## src/rtl/serial_pkg.sv

```systemverilog
`default_nettype none
// ----------------------------------------------------------------------------
// serial_pkg
//   Shared types and helpers for the bit-serial subtractor.
//   Revision: 1.0
// ----------------------------------------------------------------------------
package serial_pkg;

  // Operation sequencing: wait, shift one bit per clock, present result.
  typedef enum logic [1:0] {
    IDLE  = 2'd0,
    SHIFT = 2'd1,
    DONE  = 2'd2
  } state_t;

  localparam int DEFAULT_WIDTH = 4;

  // Bit counter width; a 1-bit operand still needs a 1-bit counter.
  function automatic int cnt_width(input int width);
    return (width <= 1) ? 1 : $clog2(width);
  endfunction

endpackage
`default_nettype wire

```

## src/rtl/full_sub.sv

```systemverilog
`default_nettype none
// ----------------------------------------------------------------------------
// full_sub
//   One-bit full subtractor: diff = x - y - bin, with borrow out.
//   Revision: 1.0
// ----------------------------------------------------------------------------
module full_sub (
  input  logic x,
  input  logic y,
  input  logic bin,
  output logic diff,
  output logic bout
);

  assign diff = x ^ y ^ bin;
  // Borrow when y exceeds x, or when they are equal and a borrow arrives.
  assign bout = (~x & y) | (~(x ^ y) & bin);

endmodule
`default_nettype wire

```

## src/rtl/serial_sub.sv

```systemverilog
`default_nettype none
// ----------------------------------------------------------------------------
// serial_sub
//   Bit-serial WIDTH-bit subtractor (a - b - bi), LSB first, with a
//   start/busy/done handshake. Result and borrow are held until the next
//   operation completes.
//   Revision: 1.0
// ----------------------------------------------------------------------------
module serial_sub
  import serial_pkg::*;
#(
  parameter int WIDTH = DEFAULT_WIDTH
) (
  input  logic             clk,
  input  logic             rst_n,
  input  logic             start,
  input  logic [WIDTH-1:0] a,
  input  logic [WIDTH-1:0] b,
  input  logic             bi,
  output logic [WIDTH-1:0] d,
  output logic             bo,
  output logic             busy,
  output logic             done
);

  localparam int               CNT_W    = cnt_width(WIDTH);
  localparam logic [CNT_W-1:0] LAST_CNT = CNT_W'(WIDTH - 1);

  state_t           state;
  state_t           state_nxt;
  logic [WIDTH-1:0] a_sh;
  logic [WIDTH-1:0] b_sh;
  logic [WIDTH-1:0] r_sh;
  logic [WIDTH-1:0] r_nxt;
  logic             br;
  logic [CNT_W-1:0] cnt;
  logic             diff;
  logic             bout;
  logic             last_bit;
  logic             load;

  full_sub u_full_sub (
    .x    (a_sh[0]),
    .y    (b_sh[0]),
    .bin  (br),
    .diff (diff),
    .bout (bout)
  );

  // Result register after this bit lands in the MSB; written as a shift/or
  // so that the same expression also covers WIDTH == 1.
  assign r_nxt    = (r_sh >> 1) | (WIDTH'(diff) << (WIDTH - 1));
  assign last_bit = (cnt == LAST_CNT);
  // A new operation can be accepted from IDLE or straight out of DONE.
  assign load     = start && (state != SHIFT);

  // State register.
  always_ff @(posedge clk or negedge rst_n) begin
    if (!rst_n) begin
      state <= IDLE;
    end else begin
      state <= state_nxt;
    end
  end

  // Next-state decode and handshake outputs.
  always_comb begin
    state_nxt = state;
    busy      = 1'b0;
    done      = 1'b0;
    case (state)
      IDLE: begin
        if (start) state_nxt = SHIFT;
      end
      SHIFT: begin
        busy = 1'b1;
        if (last_bit) state_nxt = DONE;
      end
      DONE: begin
        done      = 1'b1;
        state_nxt = start ? SHIFT : IDLE;
      end
      default: begin
        state_nxt = IDLE;
      end
    endcase
  end

  // Operand shifters, borrow flop, bit counter and held result.
  always_ff @(posedge clk or negedge rst_n) begin
    if (!rst_n) begin
      a_sh <= '0;
      b_sh <= '0;
      r_sh <= '0;
      br   <= 1'b0;
      cnt  <= '0;
      d    <= '0;
      bo   <= 1'b0;
    end else if (load) begin
      a_sh <= a;
      b_sh <= b;
      br   <= bi;
      cnt  <= '0;
    end else if (state == SHIFT) begin
      a_sh <= a_sh >> 1;
      b_sh <= b_sh >> 1;
      r_sh <= r_nxt;
      br   <= bout;
      cnt  <= cnt + 1'b1;
      if (last_bit) begin
        d  <= r_nxt;
        bo <= bout;
      end
    end
  end

endmodule
`default_nettype wire

```

## config.mk

```make
export PLATFORM = sky130hd
export DESIGN_NAME = serial_sub
export DESIGN_NICKNAME = d
export VERILOG_FILES = /design/src/rtl/serial_pkg.sv /design/src/rtl/full_sub.sv /design/src/rtl/serial_sub.sv
export SDC_FILE = /design/constraint.sdc
export NUM_CORES = 1
export LEC_CHECK = 0
export BUFFER_PORTS_ARGS = -buffer_cell sky130_fd_sc_hd__buf_4
export CAP_MARGIN = 10
export CELL_PAD_IN_SITES_DETAIL_PLACEMENT = 1
export CELL_PAD_IN_SITES_GLOBAL_PLACEMENT = 1
export CORE_AREA = 3 3 50 52
export CTS_CLUSTER_DIAMETER = 80
export DETAILED_ROUTE_END_ITERATION = 10
export DIE_AREA = 0 0 53 55
export PLACE_DENSITY_LB_ADDON = 0.05
export SYNTH_ARGS = -nofsm -noshare
export SYNTH_HDL_FRONTEND = slang
export SYNTH_SLANG_ARGS = --single-unit
```

## constraint.sdc

```tcl
create_clock -name clk -period 2.4 [get_ports clk]
set_clock_uncertainty 0.1 [all_clocks]
set_input_delay 0.48 -clock clk [delete_from_list [all_inputs] [get_ports clk]]
set_output_delay 0.48 -clock clk [all_outputs]
set_load 0.01 [all_outputs]
```

==> key figures <==
Logic synthesis
  – Gate Count Post-Synth: 65
  – Syn nets: 79
  – Synth Cell Area: 966 um^2
  – Mapped Avg Cell Area: 14.9 um^2
  – Post-synth cell types: 14
  – Post-synthesis sequential area ratio: 0.544
  – Ys Warns: 0
  – Register bit total from synthesis: 21

CTS
  – Worst skew pair latency: 0.30 ns
  – Clk Tree Root Cell: clkbuf_4
  – CTS clk-pin slew, worst paths: 0.11 ns
  – Maximum root-to-sink buffer count: 2
  – Post-CTS sizing: 0
  – Post-CTS Setup Bufs: 0
  – H-tree levels: 1
  – CTS tree: done
  – CTS buffer count: 3
  – Clock sinks: 21

Place
  – Placed cell count: 110
  – Pre-CTS WS: 0.881 ns
  – Gpl congestion: 0.641
  – Post-DP Area: 0.00112 mm^2
  – Post-DP HPWL: 1.20 mm
  – PortBufs: 18

STA
  – Worst rel slew slack: 0.787
  – TNS Setup: 0 ns
  – Max Transition Viols Final: 0
  – Least-Margin Pin Slew: 0.319 ns
  – RSZ-0062 raised after global routing: no
  – Fin crit share: 0.717
  – Final worst slack: 0.678 ns
  – Final Hold Vio Count: 0
  – F_max: 581 MHz
  – Period minus WS final: 1.72 ns
  – Final setup vio count: 0
  – Fin Hold WS: 0.320 ns

Detailed routing
  – DRT iter0 DRCs: 1
  – DRC viols: 0
  – Post-route antenna net violation count: 0
  – Routed WL: 1.65 mm
  – Wirelength per Cell: 14.3 um
  – Vias per cell: 4.83
  – First-pass DRT Iterations: 2
  – Vias: 556

Final layout
  – Ratio of cells with drive above 1 in the final layout: 0.483
  – Final std cells w/o fill: 115
  – Design area: 0.00116 mm^2
  – Area of the multi-input gates: 395 um^2
  – Fill cell count: 221
  – Layout Area Growth over Synthesis: 19.8%
  – Antenna cells: 0
  – Post-layout util: 0.539
  – Reg area: 526 um^2
  – Nets: 102

Critical path
  – Critical Path RT: 1.82 ns
  – Largest stage delay, worst path: 0.39 ns
  – Sequence of cells on the critical path: nand2b_1 -> inv_1 -> buf_4
  – WS Path Type: reg2out
  – Flop2flop setup slack: 0.92 ns
  – CP top delay family: flip-flops
  – Crit-path slowest cell: dfrtp_1
  – Element type at the critical path start: register
  – Worst path arrival time: 1.14 ns
  – CP Buf/Inv Count: 2
  – CP endpoint kind: primary output
  – Max FO, Critical Path: 4
  – Worst r2r src: cnt[0]$_DFFE_PN0P_
  – Critical R2R Capture: d[1]$_DFFE_PN0P_
  – Reg2Reg Depth: 3

Worst hold path
  – Worst min path class: in2reg
  – Cell depth of the worst min-delay path: 3
  – Worst Min Path Start: b[3]
  – Worst Hold End: b_sh[3]$_DFFE_PN0P_

Global route
  – First-pass GRT wire length: 2.54 mm
  – Vias in the first global route: 543
  – Gr usage total: 0.128
  – Overflow after GRT: 0
  – Number of antenna violations at the first check in global routing: 0
  – Pin count of the biggest net entering global routing: 22

Power and ir drop
  – VDD IR max: 0.701 mV
  – Leak: 0.589 nW
  – PwrDens: 1230 mW/mm^2
  – Power consumption: 1.42 mW

Run
  – Max cap viols: 0

Floorplan
  – Ports: 19
  – Initial Utilization: 0.450
  – Core region area: 0.00215 mm^2
  – Die span in x: 53 um
  – Die area: 0.00292 mm^2
  – Row count: 17
  – Vert. Die Dim: 55 um

Run status
  – Status: finished clean
[report_power, final]
group	switching (mW)	total, mW	internal [mW]
combinational	0.253	0.635	0.382
clock	0.101	0.166	0.0648
sequential	0.0980	0.619	0.521
total	0.452	1.42	0.968
[area by class of cell]
class / instances / share of cell area
Clock buffer: 4 / 0.0227
Multi-Input combinational cell: 36 / 0.342
Timing Repair Buffer: 20 / 0.132
Sequential cell: 21 / 0.454
Tap cell: 28 / 0.0303
Inverter: 6 / 0.0195
[worst max-delay path by stage]
stage | start | slack (ns) | depth (start not counted) | to
final | state[1]$_DFFE_PN0P_ | 0.68 | 3 | busy
after global routing | state[1]$_DFFE_PN0P_ | 0.57 | 3 | busy
after global placement | start | 0.90 | 3 | b_sh[0]$_DFFE_PN0P_
after CTS | state[1]$_DFFE_PN0P_ | 0.65 | 3 | busy
after detailed placement | start | 0.88 | 3 | b_sh[0]$_DFFE_PN0P_
after floorplan | start | 1.03 | 3 | a_sh[0]$_DFFE_PN0P_
[cell families (layout without fill, tap and decap cells)]
group / after synthesis / count (layout) / synth area share
mux: 26 / 26 / 0.326
flops: 21 / 21 / 0.544
buf+inv: 8 / 30 / 0.0466
simple gates: 7 / 7 / 0.0428
fa+ha+maj: 2 / 2 / 0.0337
compound gates: 1 / 1 / 0.00648
[layout by cell type, fill, tap and decap left out, types with 2 or more instances in the layout]
cell type	n
buf_4	19
clkbuf_4	3
dfrtp_1	21
inv_1	6
mux2_2	12
mux2_4	8
mux2i_1	6
nand2b_1	2
nor2_1	2
[flip-flops by register name, summed over array words and instances (netlist names)]
signal,cells
a_sh,4
b_sh,4
bo,1
br,1
cnt,2
d,4
r_sh,3
state,2
[what timing repair did]
action / 4_1_cts / 5_1_grt
hold buffers: 1 / 0
hold endpoints to repair: 21 / 0
endpoints found under the setup margin: 0 / 0
[cells in the mapped netlist, drive strengths merged]
master / count / area share
dfrtp: 21 / 0.54
mux2: 20 / 0.26
inv: 6 / 0.023
mux2i: 6 / 0.062
buf: 2 / 0.023
nand2b: 2 / 0.013
nor2: 2 / 0.0078
and2b: 1 / 0.0078
fa: 1 / 0.021
ha: 1 / 0.013
nand3b: 1 / 0.0078
nor2b: 1 / 0.0065
o22ai: 1 / 0.0065
[worst register-to-register path, stage by stage (launching register included)]
cell and delay (ns):
dfrtp_1 0.41, ha_1 0.23, nand3b_1 0.26, mux2_2 0.37
[metal layers]
metal / global-route usage / wire length, um
met1: 0.157 / 787
met2: 0.196 / 720
met3: 0.0509 / 117
met4: 0.0638 / 25
met5: 0 / 0
Power figures use the tool's default switching activity.
